===== src/rtl/frame_buf_sched.sv =====
`default_nettype none
// ============================================================================
// Module      : frame_buf_sched
// Description : Triple/quad frame-buffer scheduler between the capture stage
//               and the write/read frame-store DMA engines. The optional
//               FRAME_BUF_DROP_CNT_EN macro adds saturating drop counters.
// Revision    : 1.0 - initial release
// ============================================================================
module frame_buf_sched #(
  parameter int unsigned       BUF_NUM     = 3,
  parameter int unsigned       ADDR_W      = 32,
  parameter logic [ADDR_W-1:0] BASE_ADDR   = 32'h1000_0000,
  parameter logic [ADDR_W-1:0] FRAME_BYTES = 32'h0020_0000
) (
  input  logic              clk_i,
  input  logic              rst_i,
  input  logic              en_i,
  input  logic              wr_fs_i,
  input  logic              wr_done_i,
  input  logic              rd_fs_i,
  input  logic              rd_done_i,
  output logic              s_rdy_o,
  output logic              wr_start_o,
  output logic [ADDR_W-1:0] wr_addr_o,
  output logic [1:0]        wr_idx_o,
  output logic              rd_start_o,
  output logic [ADDR_W-1:0] rd_addr_o,
  output logic [1:0]        rd_idx_o,
  output logic              rd_valid_o
`ifdef FRAME_BUF_DROP_CNT_EN
  ,
  output logic [15:0]       wr_drop_cnt_o,
  output logic [15:0]       rd_drop_cnt_o
`endif
);

  typedef enum logic {W_IDLE = 1'b0, W_ACTIVE = 1'b1} wr_state_t;
  typedef enum logic {R_IDLE = 1'b0, R_ACTIVE = 1'b1} rd_state_t;

  wr_state_t   r_wr_state, w_wr_state_nxt;
  rd_state_t   r_rd_state, w_rd_state_nxt;
  logic [1:0]  r_latest;
  logic [1:0]  w_wr_next;
  logic        w_wr_accept;
  logic        w_rd_accept;
  logic        w_wr_publish;

  function automatic logic [ADDR_W-1:0] buf_addr(input logic [1:0] idx);
    return BASE_ADDR + ADDR_W'(idx) * FRAME_BYTES;
  endfunction

  assign w_wr_accept  = wr_fs_i & s_rdy_o & (r_wr_state == W_IDLE);
  assign w_rd_accept  = rd_fs_i & en_i & rd_valid_o & (r_rd_state == R_IDLE);
  assign w_wr_publish = wr_done_i & (r_wr_state == W_ACTIVE);

  // A read starting this cycle locks r_latest, so it is excluded just like an active read.
  always_comb begin : p_wr_sel
    logic [1:0] cand;
    logic       found;
    logic [1:0] lock_idx;
    logic       lock_vld;
    w_wr_next = wr_idx_o;
    found     = 1'b0;
    lock_vld  = w_rd_accept | (r_rd_state == R_ACTIVE);
    lock_idx  = w_rd_accept ? r_latest : rd_idx_o;
    for (int unsigned k = 1; k < BUF_NUM; k++) begin
      cand = 2'((32'(wr_idx_o) + k) % BUF_NUM);
      if (!found && !(lock_vld && cand == lock_idx) && !(rd_valid_o && cand == r_latest)) begin
        w_wr_next = cand;
        found     = 1'b1;
      end
    end
  end

  always_ff @(posedge clk_i or posedge rst_i) begin
    if (rst_i) begin
      r_wr_state <= W_IDLE;
      r_rd_state <= R_IDLE;
    end else begin
      r_wr_state <= w_wr_state_nxt;
      r_rd_state <= w_rd_state_nxt;
    end
  end

  always_comb begin
    w_wr_state_nxt = r_wr_state;
    w_rd_state_nxt = r_rd_state;
    case (r_wr_state)
      W_IDLE:   if (w_wr_accept) w_wr_state_nxt = W_ACTIVE;
      W_ACTIVE: if (wr_done_i)   w_wr_state_nxt = W_IDLE;
      default:  w_wr_state_nxt = W_IDLE;
    endcase
    case (r_rd_state)
      R_IDLE:   if (w_rd_accept) w_rd_state_nxt = R_ACTIVE;
      R_ACTIVE: if (rd_done_i)   w_rd_state_nxt = R_IDLE;
      default:  w_rd_state_nxt = R_IDLE;
    endcase
  end

  always_ff @(posedge clk_i or posedge rst_i) begin
    if (rst_i) begin
      s_rdy_o    <= 1'b0;
      wr_start_o <= 1'b0;
      wr_idx_o   <= 2'd0;
      wr_addr_o  <= BASE_ADDR;
      rd_start_o <= 1'b0;
      rd_idx_o   <= 2'd0;
      rd_addr_o  <= BASE_ADDR;
      rd_valid_o <= 1'b0;
      r_latest   <= 2'd0;
    end else begin
      s_rdy_o    <= en_i & (r_wr_state == W_IDLE);
      wr_start_o <= w_wr_accept;
      rd_start_o <= w_rd_accept;
      if (w_wr_accept) begin
        wr_idx_o  <= w_wr_next;
        wr_addr_o <= buf_addr(w_wr_next);
      end
      if (w_wr_publish) begin
        r_latest   <= wr_idx_o;
        rd_valid_o <= 1'b1;
      end
      // Uses the pre-publish r_latest when a write completes in the same cycle.
      if (w_rd_accept) begin
        rd_idx_o  <= r_latest;
        rd_addr_o <= buf_addr(r_latest);
      end
    end
  end

`ifdef FRAME_BUF_DROP_CNT_EN
  always_ff @(posedge clk_i or posedge rst_i) begin
    if (rst_i) begin
      wr_drop_cnt_o <= 16'd0;
      rd_drop_cnt_o <= 16'd0;
    end else begin
      if (wr_fs_i && !s_rdy_o && wr_drop_cnt_o != 16'hFFFF)
        wr_drop_cnt_o <= wr_drop_cnt_o + 16'd1;
      if (rd_fs_i && !w_rd_accept && rd_drop_cnt_o != 16'hFFFF)
        rd_drop_cnt_o <= rd_drop_cnt_o + 16'd1;
    end
  end
`else
  // Drop counters are not built in this configuration.
`endif

endmodule
`default_nettype wire


===== config.mk =====
export PLATFORM = sky130hd
export DESIGN_NAME = frame_buf_sched
export DESIGN_NICKNAME = d
export VERILOG_FILES = /design/src/rtl/frame_buf_sched.sv
export SDC_FILE = /design/constraint.sdc
export NUM_CORES = 1
export LEC_CHECK = 0
export CELL_PAD_IN_SITES_DETAIL_PLACEMENT = 1
export CELL_PAD_IN_SITES_GLOBAL_PLACEMENT = 1
export CORE_MARGIN = 2
export CORE_UTILIZATION = 25
export DETAILED_ROUTE_END_ITERATION = 7
export GPL_TIMING_DRIVEN = 0
export PLACE_DENSITY = 0.85
export SYNTH_ARGS = -nofsm -noshare
export SYNTH_HDL_FRONTEND = slang
export SYNTH_SLANG_ARGS = --single-unit

===== constraint.sdc =====
create_clock -name clk_i -period 2.15 [get_ports clk_i]
set_clock_uncertainty 0.1 [all_clocks]
set_input_delay 0.5375 -clock clk_i [delete_from_list [all_inputs] [get_ports clk_i]]
set_output_delay 0.5375 -clock clk_i [all_outputs]
set_load 0.03 [all_outputs]

==> results.md, run 1 <==
* Status: finished clean
* Slew HR at 0.645
* Setup TNS at 0 ps
* P_int at 1.00 mW
* CTS tree: done
* Total global routing overflow at 0
* Vias per inst at 3.52
* Initial antenna violation count at 0
* Max incr delay on CP at 660 ps
* Max Fclk at 479 MHz
* Number of synthesized flops with an enable pin at 0
* Avg WL per Cell at 9.22 um
* TritonCTS Sinks at 14
* Total Wirelength at 2.51 mm
* Number of distinct library cells after synthesis at 27
* MaxCap Viol Count at 0
* Largest delay contributor family on the critical path: buffers and inverters
* TritonCTS Buffers at 3
* Register area share after synthesis at 0.294
* Clk pwr share at 0.142
* Die ar. at between 0.005 and 0.006 mm^2
* DP HPWL at 2.09 mm
* First-pass DRT Iterations at 6
* ANT cells at 0
* Switching share of total power at 0.453
* Core region area at 0.00466 mm^2
* # rows at 25
* Worst Tran Pin Value at 532 ps
* Period utilization at 0.971
* Worst-path cell chain: buf_4 > clkdlybuf4s50_1
* Slew Viols, Final at 0
* Worst Hold Class: flop to flop
* Initial Util at 0.256
* Final setup fails at 0
* Fillcell total at approximately 570
* Hold slack at 384 ps
* Final min period at 2090 ps
* Total number of vias at 957
* Placer Congestion at 0.826
* Cell area after layout at roughly 0.0017 mm^2
* Worst setup SP type: flop
* CP max FO at 4
* H-tree depth at 1
* Clock root buffer: clkbuf_8
* Endpoint class of the critical path: output port
* Iteration-0 DRC Markers at 24
* Clk Latency, worst-skew pair at 250 ps
* First-pass GRT wire length at a little under 4 mm
* PwrDens at 1060 mW/mm^2
* Final Hold Vio Count at 0
* Worst Setup Path Type: flop to output port
* Placed cell areas at 0.00166 mm^2
* Sequential Power Share at 0.243
* Maximum clock path buffer count at 2
* Synth Instances at 137
* GRT Total Usage at 0.0924
* WP buf/inv at 2
* Die height at 73.0 um
* Logic gate share of total power at 0.615
* Reg clk slew, reported paths at ~60 ps
* Vias in the first global route at 846
* Yosys top cell by area: buf_4
* DRC violations left at 0
* Synth Register Bits at 14
* Post-Syn Area at 0.00119 mm^2
* Fin nets at 228
* Layout Cells excl Fill at 272
* Critical Path RT at 1510 ps
* Largest net degree at the start of global routing at 15
* Synth top area share at 0.391
* P&R area growth vs syn at 45.9%
* Switch Pwr at 0.833 mW
* Crit path DAT at 1450 ps
* Buffers on Ports at 18
* Worst VDD drop at 0.348 mV
* Hold_buf cts at 0
* Ys Warns at 0
* Ys flop type: dfrtp_1
* Die X at 73.0 um
* Async S/R FF share, synth at 1.00
* I/O Pins at 79
* Cells after DPL at 267
* Avg Inst Size Synth at ~8.7 um^2
* Layout cell share with drive strength beyond 1 at 0.339
* CP max-delay cell: clkdlybuf4s50_1
* Antenna-violating nets left at 0
* Leakage at 1.00 nW
* Most area-consuming cells after synthesis: buf_4 39%, dfrtp_1 29%, nand2_1 4.4%
## area by class of cell
cell class | instances | area (um^2) | share of cell area
plain buffers | 63 | 477 | 0.274
repair buffers | 19 | 190 | 0.109
clock buffers | 4 | 55.1 | 0.0317
well taps | 54 | 67.6 | 0.0389
inverters | 8 | 30.0 | 0.0173
flip-flops and latches | 14 | 350 | 0.202
multi-input cells | 110 | 568 | 0.327
## cell usage in the layout, fill, tap and decap left out, drive strengths merged
master and count:
nand2 14, a222oi 1, o21ai 6, nand3 1, xnor2 5, nor2 3
or3 1, a22o 1, ha 2, nand3b 1, and3 1, clkdlybuf4s50 17
xor2 2, nand4b 1, dlymetal6s2s 1, inv 8, nor2b 3, nor4 1
nand2b 1, nor3 2, conb 60, nand4 1, a311oi 1, dfrtp 14
clkbuf 4, buf 64, a211oi 1, a31oi 1
## synth_stat cells (2+ instances only)
cell type   n
conb_1      2
buf_4      62
xnor2_1     5
o21ai_0     5
dfrtp_1    14
ha_1        2
xor2_1      2
nor2b_1     3
nand2_1    14
inv_1       8
nor2_1      3
nor3_2      2
## layer usage
layer	GRT usage	part of all wire
met1	0.0967	0.38
met4	0.0309	0.011
met2	0.171	0.54
met5	0	0
met3	0.0304	0.074
## timing repair
item / 4_1_cts / 5_1_grt
endpoints found under the setup margin: 0 / 3
resized for setup: 0 / 6
setup buffers: 0 / 1
## power groups by stage
stage / Sequential [mW] / Clock (mW) / Combinational, mW
after floorplan: 0.550 / 0 / 0.705
after global placement: 0.451 / 0 / 1.05
after detailed placement: 0.455 / 0 / 1.07
after CTS: 0.450 / 0.273 / 1.08
after global routing: 0.463 / 0.279 / 1.22
final: 0.447 / 0.261 / 1.13
## per-stage QoR
stage | power [mW] | setup slack, ps | util
after global placement | 1.50 | -85.2 | 0.355
after global routing | 1.96 | -9.85 | 0.373
after CTS | 1.80 | 28.4 | 0.367
after floorplan | 1.26 | 47.4 | -
after detailed placement | 1.53 | -106 | 0.355
final | 1.84 | 63.1 | 0.373
## state kept, by name, summed over array words and instances, names as in the netlist
register	cells
r_latest	2
r_rd_state	1
r_wr_state	1
rd_addr_o	2
rd_idx_o	2
rd_start_o	1
rd_valid_o	1
s_rdy_o	1
wr_addr_o	2
wr_start_o	1
## kinds of logic (layout without fill, tap and decap cells)
group | count (synthesis) | count (layout) | share of synthesized area
other cells | 2 | 60 | 0.00630
simple gates | 30 | 30 | 0.147
fa+ha+maj | 2 | 2 | 0.0210
xor+xnor | 7 | 7 | 0.0515
compound gates | 11 | 11 | 0.0599
buf+inv | 71 | 94 | 0.420
flops | 14 | 14 | 0.294
## path summary, 6_finish.rpt
kind	depth (start not counted)	slack [ps]	to	from
max in group asynchronous	2	1070	rd_addr_o[21]$_DFFE_PP0P_	rst_i
setup / recovery	2	60	wr_addr_o[21]	wr_addr_o[21]$_DFFE_PP0P_
hold / removal	1	380	s_rdy_o$_DFF_PP0_	r_wr_state$_DFF_PP0_
setup reg to reg	7	150	wr_addr_o[21]$_DFFE_PP0P_	wr_addr_o[21]$_DFFE_PP0P_
min in group asynchronous	2	530	r_latest[1]$_DFFE_PP0P_	rst_i
hold reg to reg	1	380	s_rdy_o$_DFF_PP0_	r_wr_state$_DFF_PP0_
## worst reg2reg max path, cell delays in order (launching register included)
cell and delay, ps:
dfrtp_1 400, inv_1 70, ha_1 300, buf_6 140, xor2_1 160, nor3_2 310, nor3_2 100, a222oi_1 310
Power figures use the tool's default switching activity.
==> run 2: changes to the inputs <==
- CORE_UTILIZATION: 25 -> 42
- DONT_BUFFER_PORTS: unset -> 1
- PLACE_DENSITY: 0.85 -> 0.81
- SLEW_MARGIN: unset -> 20
==> run 2 against run 1 <==
  * Non-clock buffer count down 16
  * Core utilization grew 20 points
  * Critical path depth grew 6
  * Sequential power grew 32%
  * Via count shrank 6.4%
  * Hold slack lost 310 ps
  * Clock-buffer cell count stayed put
  * Global-route usage increased by 6.9 points
  * Combinational power shrank 16%
  * Final cell count shrank 14%
  * Flip-flop and latch count did not move
  * Critical path type is now flop to flop
  * Critical endpoint is now wr_addr_o[21]$_DFFE_PP0P_
  * Largest cell class is now multi-input gates
==> results.md, run 2 (synthesized netlist as in run 1, its figures left out) <==
* Status: finished clean
* Critical Path RT at 2220 ps (+710 ps)
* # rows at 19 (-24%)
* Maximum clock path buffer count at 2 (unchanged)
* Fin nets at 212 (-7.0%)
* Total global routing overflow at 0 (unchanged)
* Period utilization at 0.976 (+0.00535)
* Largest net degree at the start of global routing at 15 (unchanged)
* Avg WL per Cell at 11.2 um (+21%)
* Worst setup SP type: flop
* Final worst slack at 51.6 ps (-11.5 ps)
* Reg clk slew, reported paths at 80 ps (+20 ps)
* Die ar. at 0.00328 mm^2 (-39%)
* Worst VDD drop at 0.872 mV (+150%)
* I/O Pins at 79 (unchanged)
* TritonCTS Sinks at 14 (unchanged)
* Worst Setup SP: wr_addr_o[21]$_DFFE_PP0P_
* Iteration-0 DRC Markers at 23 (-4.2%)
* Core region area at 0.00273 mm^2 (-41%)
* Placer Congestion at 0.737 (-11%)
* DRC violations left at 0 (unchanged)
* Antenna-violating nets left at 0 (unchanged)
* Most frequent cells in the layout: 66 x buf_4, 60 x conb_1, 14 x nand2_1
* Pwr Total at 1.73 mW (-5.9%)
* Worst Hold Class: primary input to async pin
* MaxCap Viol Count at 0 (unchanged)
* First-pass DRT Iterations at 4 (-2)
* Buffers on Ports at 0 (-18)
* Die X at 57.3 um (-22%)
* Hold_buf cts at 0 (unchanged)
* PwrDens at 1110 mW/mm^2 (+5.3%)
* Vias per inst at 3.85 (+9.3%)
* Worst Tran Pin Value at 542 ps (+9.48 ps)
* GRT Total Usage at 0.161 (+0.0686)
* Crit path DAT at 2160 ps (+710 ps)
* Fillcell total at 344 (-40%)
* Die height at 57.3 um (-22%)
* Worst Setup Path Type: flop to flop
* Total number of vias at 896 (-6.4%)
* Final min period at 2100 ps (+11.5 ps)
* Total Wirelength at 2.61 mm (+3.9%)
* Slew HR at 0.638 (-0.00633)
* Layout cell share with drive strength beyond 1 at 0.411 (+0.0714)
* Endpoint class of the critical path: flop
* CTS tree: done
* Slew Viols, Final at 0 (unchanged)
* DP HPWL at 2.11 mm (+0.63%)
* Initial Util at 0.436 (+0.180)
* First-pass GRT wire length at 4.11 mm (+6.8%)
* CP max FO at 7 (+3)
* Pre-CTS WS at -205 ps (-98.9 ps)
* Vias in the first global route at 882 (+4.3%)
* Clk Latency, worst-skew pair at 280 ps (+30 ps)
* Commonest non-fill, non-tap cell in the layout: buf_4
* Initial antenna violation count at 0 (unchanged)
* H-tree depth at 1 (unchanged)
* P&R area growth vs syn at 30.4%
* Final Hold Vio Count at 0 (unchanged)
* TritonCTS Buffers at 3 (unchanged)
* Max Fclk at 477 MHz (-0.55%)
* Final setup fails at 0 (unchanged)
* Worst R2R Start: wr_addr_o[21]$_DFFE_PP0P_
* Clock root buffer: clkbuf_4
* ANT cells at 0 (unchanged)
* Leakage at 0.928 nW (-7.5%)
## run 2: cell types whose count changed in the layout (fill, tap and decap cells not counted), sizes merged
cell           before  now
clkdlybuf4s50      17    0
buf                64   66
dlymetal6s2s        1    0
## run 2: power by group
part           switching (mW)  internal [mW]
clock                  0.0850          0.103
combinational           0.538          0.412
sequential              0.243          0.349
total                   0.865          0.864
## run 2: layer usage
metal,vias up,share of wire,global-route usage
li1,443,-,-
met1,409,0.36,0.173
met2,40,0.56,0.302
met3,4,0.076,0.0703
met4,0,0.0054,0.0133
met5,-,0,0
## run 2: stage by stage
stage	std cells	hold WS [ps]	util	cell area [um^2]	TNS (ps)
after floorplan	195	327	-	1410	0
after global placement	226	359	0.530	1450	-222
after detailed placement	226	366	0.530	1450	-383
after CTS	232	83.3	0.556	1520	0
after global routing	233	106	0.568	1550	-81.1
final	233	74.9	0.568	1550	0
## run 2: layout make-up
class / count / area, um^2 / area share
well taps: 31 / 38.8 / 0.0250
clock buffers: 4 / 36.3 / 0.0234
flip-flops and latches: 14 / 353 / 0.227
multi-input cells: 110 / 599 / 0.386
plain buffers: 62 / 465 / 0.300
repair buffers: 4 / 30.0 / 0.0193
inverters: 8 / 30.0 / 0.0193
## run 2: worst paths after layout
kind	to	slack, ps	cells after the start
min in group clk_i	r_rd_state$_DFF_PP0_	240	1
worst min register to register	s_rdy_o$_DFF_PP0_	390	1
worst max-delay path	wr_addr_o[21]$_DFFE_PP0P_	50	8
max in group asynchronous	wr_addr_o[21]$_DFFE_PP0P_	1490	1
worst min-delay path	r_latest[0]$_DFFE_PP0P_	70	1
worst max register to register	wr_addr_o[21]$_DFFE_PP0P_	50	8
## run 2: worst max-delay path, cell delays in order (launching register included)
cell,delay [ps]
dfrtp_2,510
inv_2,80
ha_4,340
xor2_2,170
nor3_2,60
buf_4,150
nor3_4,200
nor2_1,70
a222oi_1,280
## run 2: what timing repair did
action	CTS	global route
pin swaps	5	6
setup endpoints to repair	2	2
gates resized for setup	6	6
buffers inserted	2	2
==> run 3: changes to the inputs <==
- ABC_AREA: unset -> 1
- PLACE_DENSITY: 0.81 -> 0.82
==> run 3 against run 2 <==
  * The flow now finishes with violations (design-rule violations)
  * Core utilization is 0.95 points lower
  * Global-route usage down 0.82 points
  * Maximum frequency up 3.3%
  * First-iteration DRC count is 48% lower
  * Wire length grew 2.4%
  * Final cell count increased by 7.7%
  * Largest cell class unchanged
==> results.md, run 3 <==
* Reg clk slew, reported paths at 80 ps (about the same)
* Total Wirelength at 2.67 mm (+2.4%)
* DP HPWL at 2.30 mm (+9.4%)
* Period utilization at 0.945 (-0.0314)
* ANT cells at 0 (unchanged)
* Worst Tran Pin Value at 512 ps (-29.6 ps)
* P&R area growth vs syn at 24.8%
* MaxCap Viol Count at 0 (unchanged)
* Most area-consuming cells after synthesis: buf_4 37%, dfrtp_1 28%, nand2_1 7.8%
* Pwr Total at 1.70 mW (-1.9%)
* Maximum clock path buffer count at 2 (unchanged)
* Antenna-violating nets left at 0 (unchanged)
* Core region area at 0.00281 mm^2 (+2.6%)
* Buffers on Ports at 0 (unchanged)
* Clock root buffer: clkbuf_4
* Pre-CTS WS at -126 ps (+79.2 ps)
* Initial Util at 0.447 (+0.0117)
* Crit path DAT at 2100 ps (-60 ps)
* Number of synthesized flops with an enable pin at 0 (unchanged)
* Max incr delay on CP at 510 ps (about the same)
* Layout Cells excl Fill at 251 (+7.7%)
* Hold_buf cts at 0 (unchanged)
* Layout cell share with drive strength beyond 1 at 0.405 (-0.00635)
* Avg WL per Cell at 10.6 um (-4.9%)
* Most frequent cells in the layout: 62 x buf_4, 60 x conb_1, 26 x nand2_1
* Total number of vias at 986 (+10%)
* Worst Setup Path Type: flop to flop
* Number of distinct library cells after synthesis at 21 (-22%)
* Endpoint class of the critical path: flop
* First-pass GRT wire length at 4.06 mm (-1.3%)
* CP max FO at 7 (unchanged)
* Top-count cell post-synth: buf_4
* Placer Congestion at 0.713 (-3.3%)
* Worst VDD drop at 0.523 mV (-40%)
* Violated checks: design-rule violations
* I/O Pins at 79 (unchanged)
* CTS tree: done
* Largest net degree at the start of global routing at 15 (unchanged)
* Final Hold Vio Count at 0 (unchanged)
* Max Fclk at 492 MHz (+3.3%)
* PwrDens at 1080 mW/mm^2 (-2.8%)
* Final worst slack at 119 ps (+67.6 ps)
* Die ar. at 0.00344 mm^2 (+5.0%)
* Slew HR at 0.658 (+0.0198)
* Cells after DPL at 247 (+9.3%)
* Final min period at 2030 ps (-67.6 ps)
* Worst-path cell chain: inv_2 > ha_4 > inv_2 > o22ai_1 > nor3_1 > o21bai_4 > nand2_1 > nand2_2 > inv_2 > nand2_1 > nand2_1
* Synth Register Bits at 14 (unchanged)
* Ys flop type: dfrtp_1
* Critical Path RT at 2220 ps (about the same)
* Yosys top cell by area: buf_4
* Slew Viols, Final at 0 (unchanged)
* Initial antenna violation count at 0 (unchanged)
* TritonCTS Sinks at 14 (unchanged)
* Avg Inst Size Synth at 7.94 um^2 (-8.6%)
* Synth cell count leaders: 62 x buf_4, 26 x nand2_1, 14 x dfrtp_1
* H-tree depth at 1 (unchanged)
* DRC violations left at 6 (+6)
* First-pass DRT Iterations at 5 (+1)
* Total global routing overflow at 0 (unchanged)
* Async S/R FF share, synth at 1.00 (unchanged)
* Synth Instances at 158 (+15%)
* Leakage at 0.980 nW (+5.6%)
* Worst Hold Class: primary input to async pin
* Vias per inst at 3.93 (+2.2%)
* TritonCTS Buffers at 3 (unchanged)
* Register area share after synthesis at 0.279 (-0.0150)
* Vias in the first global route at 950 (+7.7%)
* Worst setup SP type: flop
* GRT Total Usage at 0.153 (-0.00824)
* Final setup fails at 0 (unchanged)
* Depth of the worst register-to-register path at 11 (+3)
* Die height at 58.7 um (+2.5%)
* # rows at 19 (unchanged)
* Die X at 58.7 um (+2.5%)
* Setup bufs post-CTS at 0 (-2)
* CP max-delay cell: dfrtp_2
* Ys Warns at 0 (unchanged)
* Iteration-0 DRC Markers at 12 (-48%)
* Synth top area share at 0.371 (-0.0199)
* Commonest non-fill, non-tap cell in the layout: buf_4
* Status: complete, but fails checks
* Fillcell total at 359 (+4.4%)
* Clk Latency, worst-skew pair at 270 ps (about the same)
* Post-Syn Area at 0.00125 mm^2 (+5.4%)
* Fin nets at 230 (+8.5%)
-- run 3: metal layers --
metal  vias up  track usage  share of wire
met5         -            0              0
met4         0       0.0292         0.0052
met3         2       0.0505          0.088
met2        48        0.303           0.58
met1       444        0.153           0.33
li1        492            -              -
-- run 3: report_power, final --
part	internal, mW	leakage, nW	switching [mW]
logic	0.373	0.783	0.599
registers	0.340	0.175	0.202
clock network	0.103	0.0210	0.0790
-- run 3: logic make-up (layout without fill, tap and decap cells) --
| kind of cell | after synthesis | count (layout) | synth area share |
|---|---|---|---|
| simple gates | 54 | 54 | 0.224 |
| other cells | 2 | 60 | 0.00598 |
| flops | 14 | 14 | 0.279 |
| compound gates | 10 | 10 | 0.0578 |
| buf+inv | 76 | 80 | 0.413 |
| fa+ha+maj | 2 | 2 | 0.0199 |
-- run 3: per-stage QoR --
stage,area (um^2),utilization,hold slack [ps],TNS (ps)
5_1_grt,1570,0.558,105,-0.329
3_3_place_gp,1510,0.539,334,0
3_5_place_dp,1510,0.539,358,-239
6_report,1570,0.558,71.1,0
4_1_cts,1550,0.553,84.4,0
2_1_floorplan,1470,-,322,0
-- run 3: final timing paths --
| check | startpoint | to | slack (ps) |
|---|---|---|---|
| max in group asynchronous | rst_i | wr_addr_o[21]$_DFFE_PP0P_ | 1510 |
| setup / recovery | wr_addr_o[21]$_DFFE_PP0P_ | wr_addr_o[21]$_DFFE_PP0P_ | 120 |
| hold / removal | rst_i | r_latest[0]$_DFFE_PP0P_ | 70 |
| setup reg to reg | wr_addr_o[21]$_DFFE_PP0P_ | wr_addr_o[21]$_DFFE_PP0P_ | 120 |
| hold reg to reg | r_wr_state$_DFF_PP0_ | s_rdy_o$_DFF_PP0_ | 360 |
| min in group clk_i | wr_done_i | r_wr_state$_DFF_PP0_ | 250 |
-- run 3: what timing repair did --
| action | in CTS | in global routing |
|---|---|---|
| gates resized for setup | 2 | 6 |
| endpoints found under the setup margin | 2 | 2 |
| pin swaps | 0 | 1 |
-- run 3: final cells by class --
| type | instances | area [um^2] | area share |
|---|---|---|---|
| plain buffers | 62 | 465 | 0.297 |
| clock buffers | 4 | 36.3 | 0.0232 |
| inverters | 14 | 52.6 | 0.0335 |
| multi-input cells | 126 | 619 | 0.395 |
| flip-flops and latches | 14 | 354 | 0.226 |
| well taps | 31 | 38.8 | 0.0248 |
-- run 3: worst max-delay path, delay by kind of cell, from the launching register on --
| kind | cells | cell delay, ps |
|---|---|---|
| AO/OA/AOI/OAI | 2 | 250 |
| adder cells (fa/ha/maj) | 1 | 280 |
| buffers and inverters | 3 | 210 |
| flip-flops | 1 | 510 |
| AND/OR/NAND/NOR | 5 | 560 |
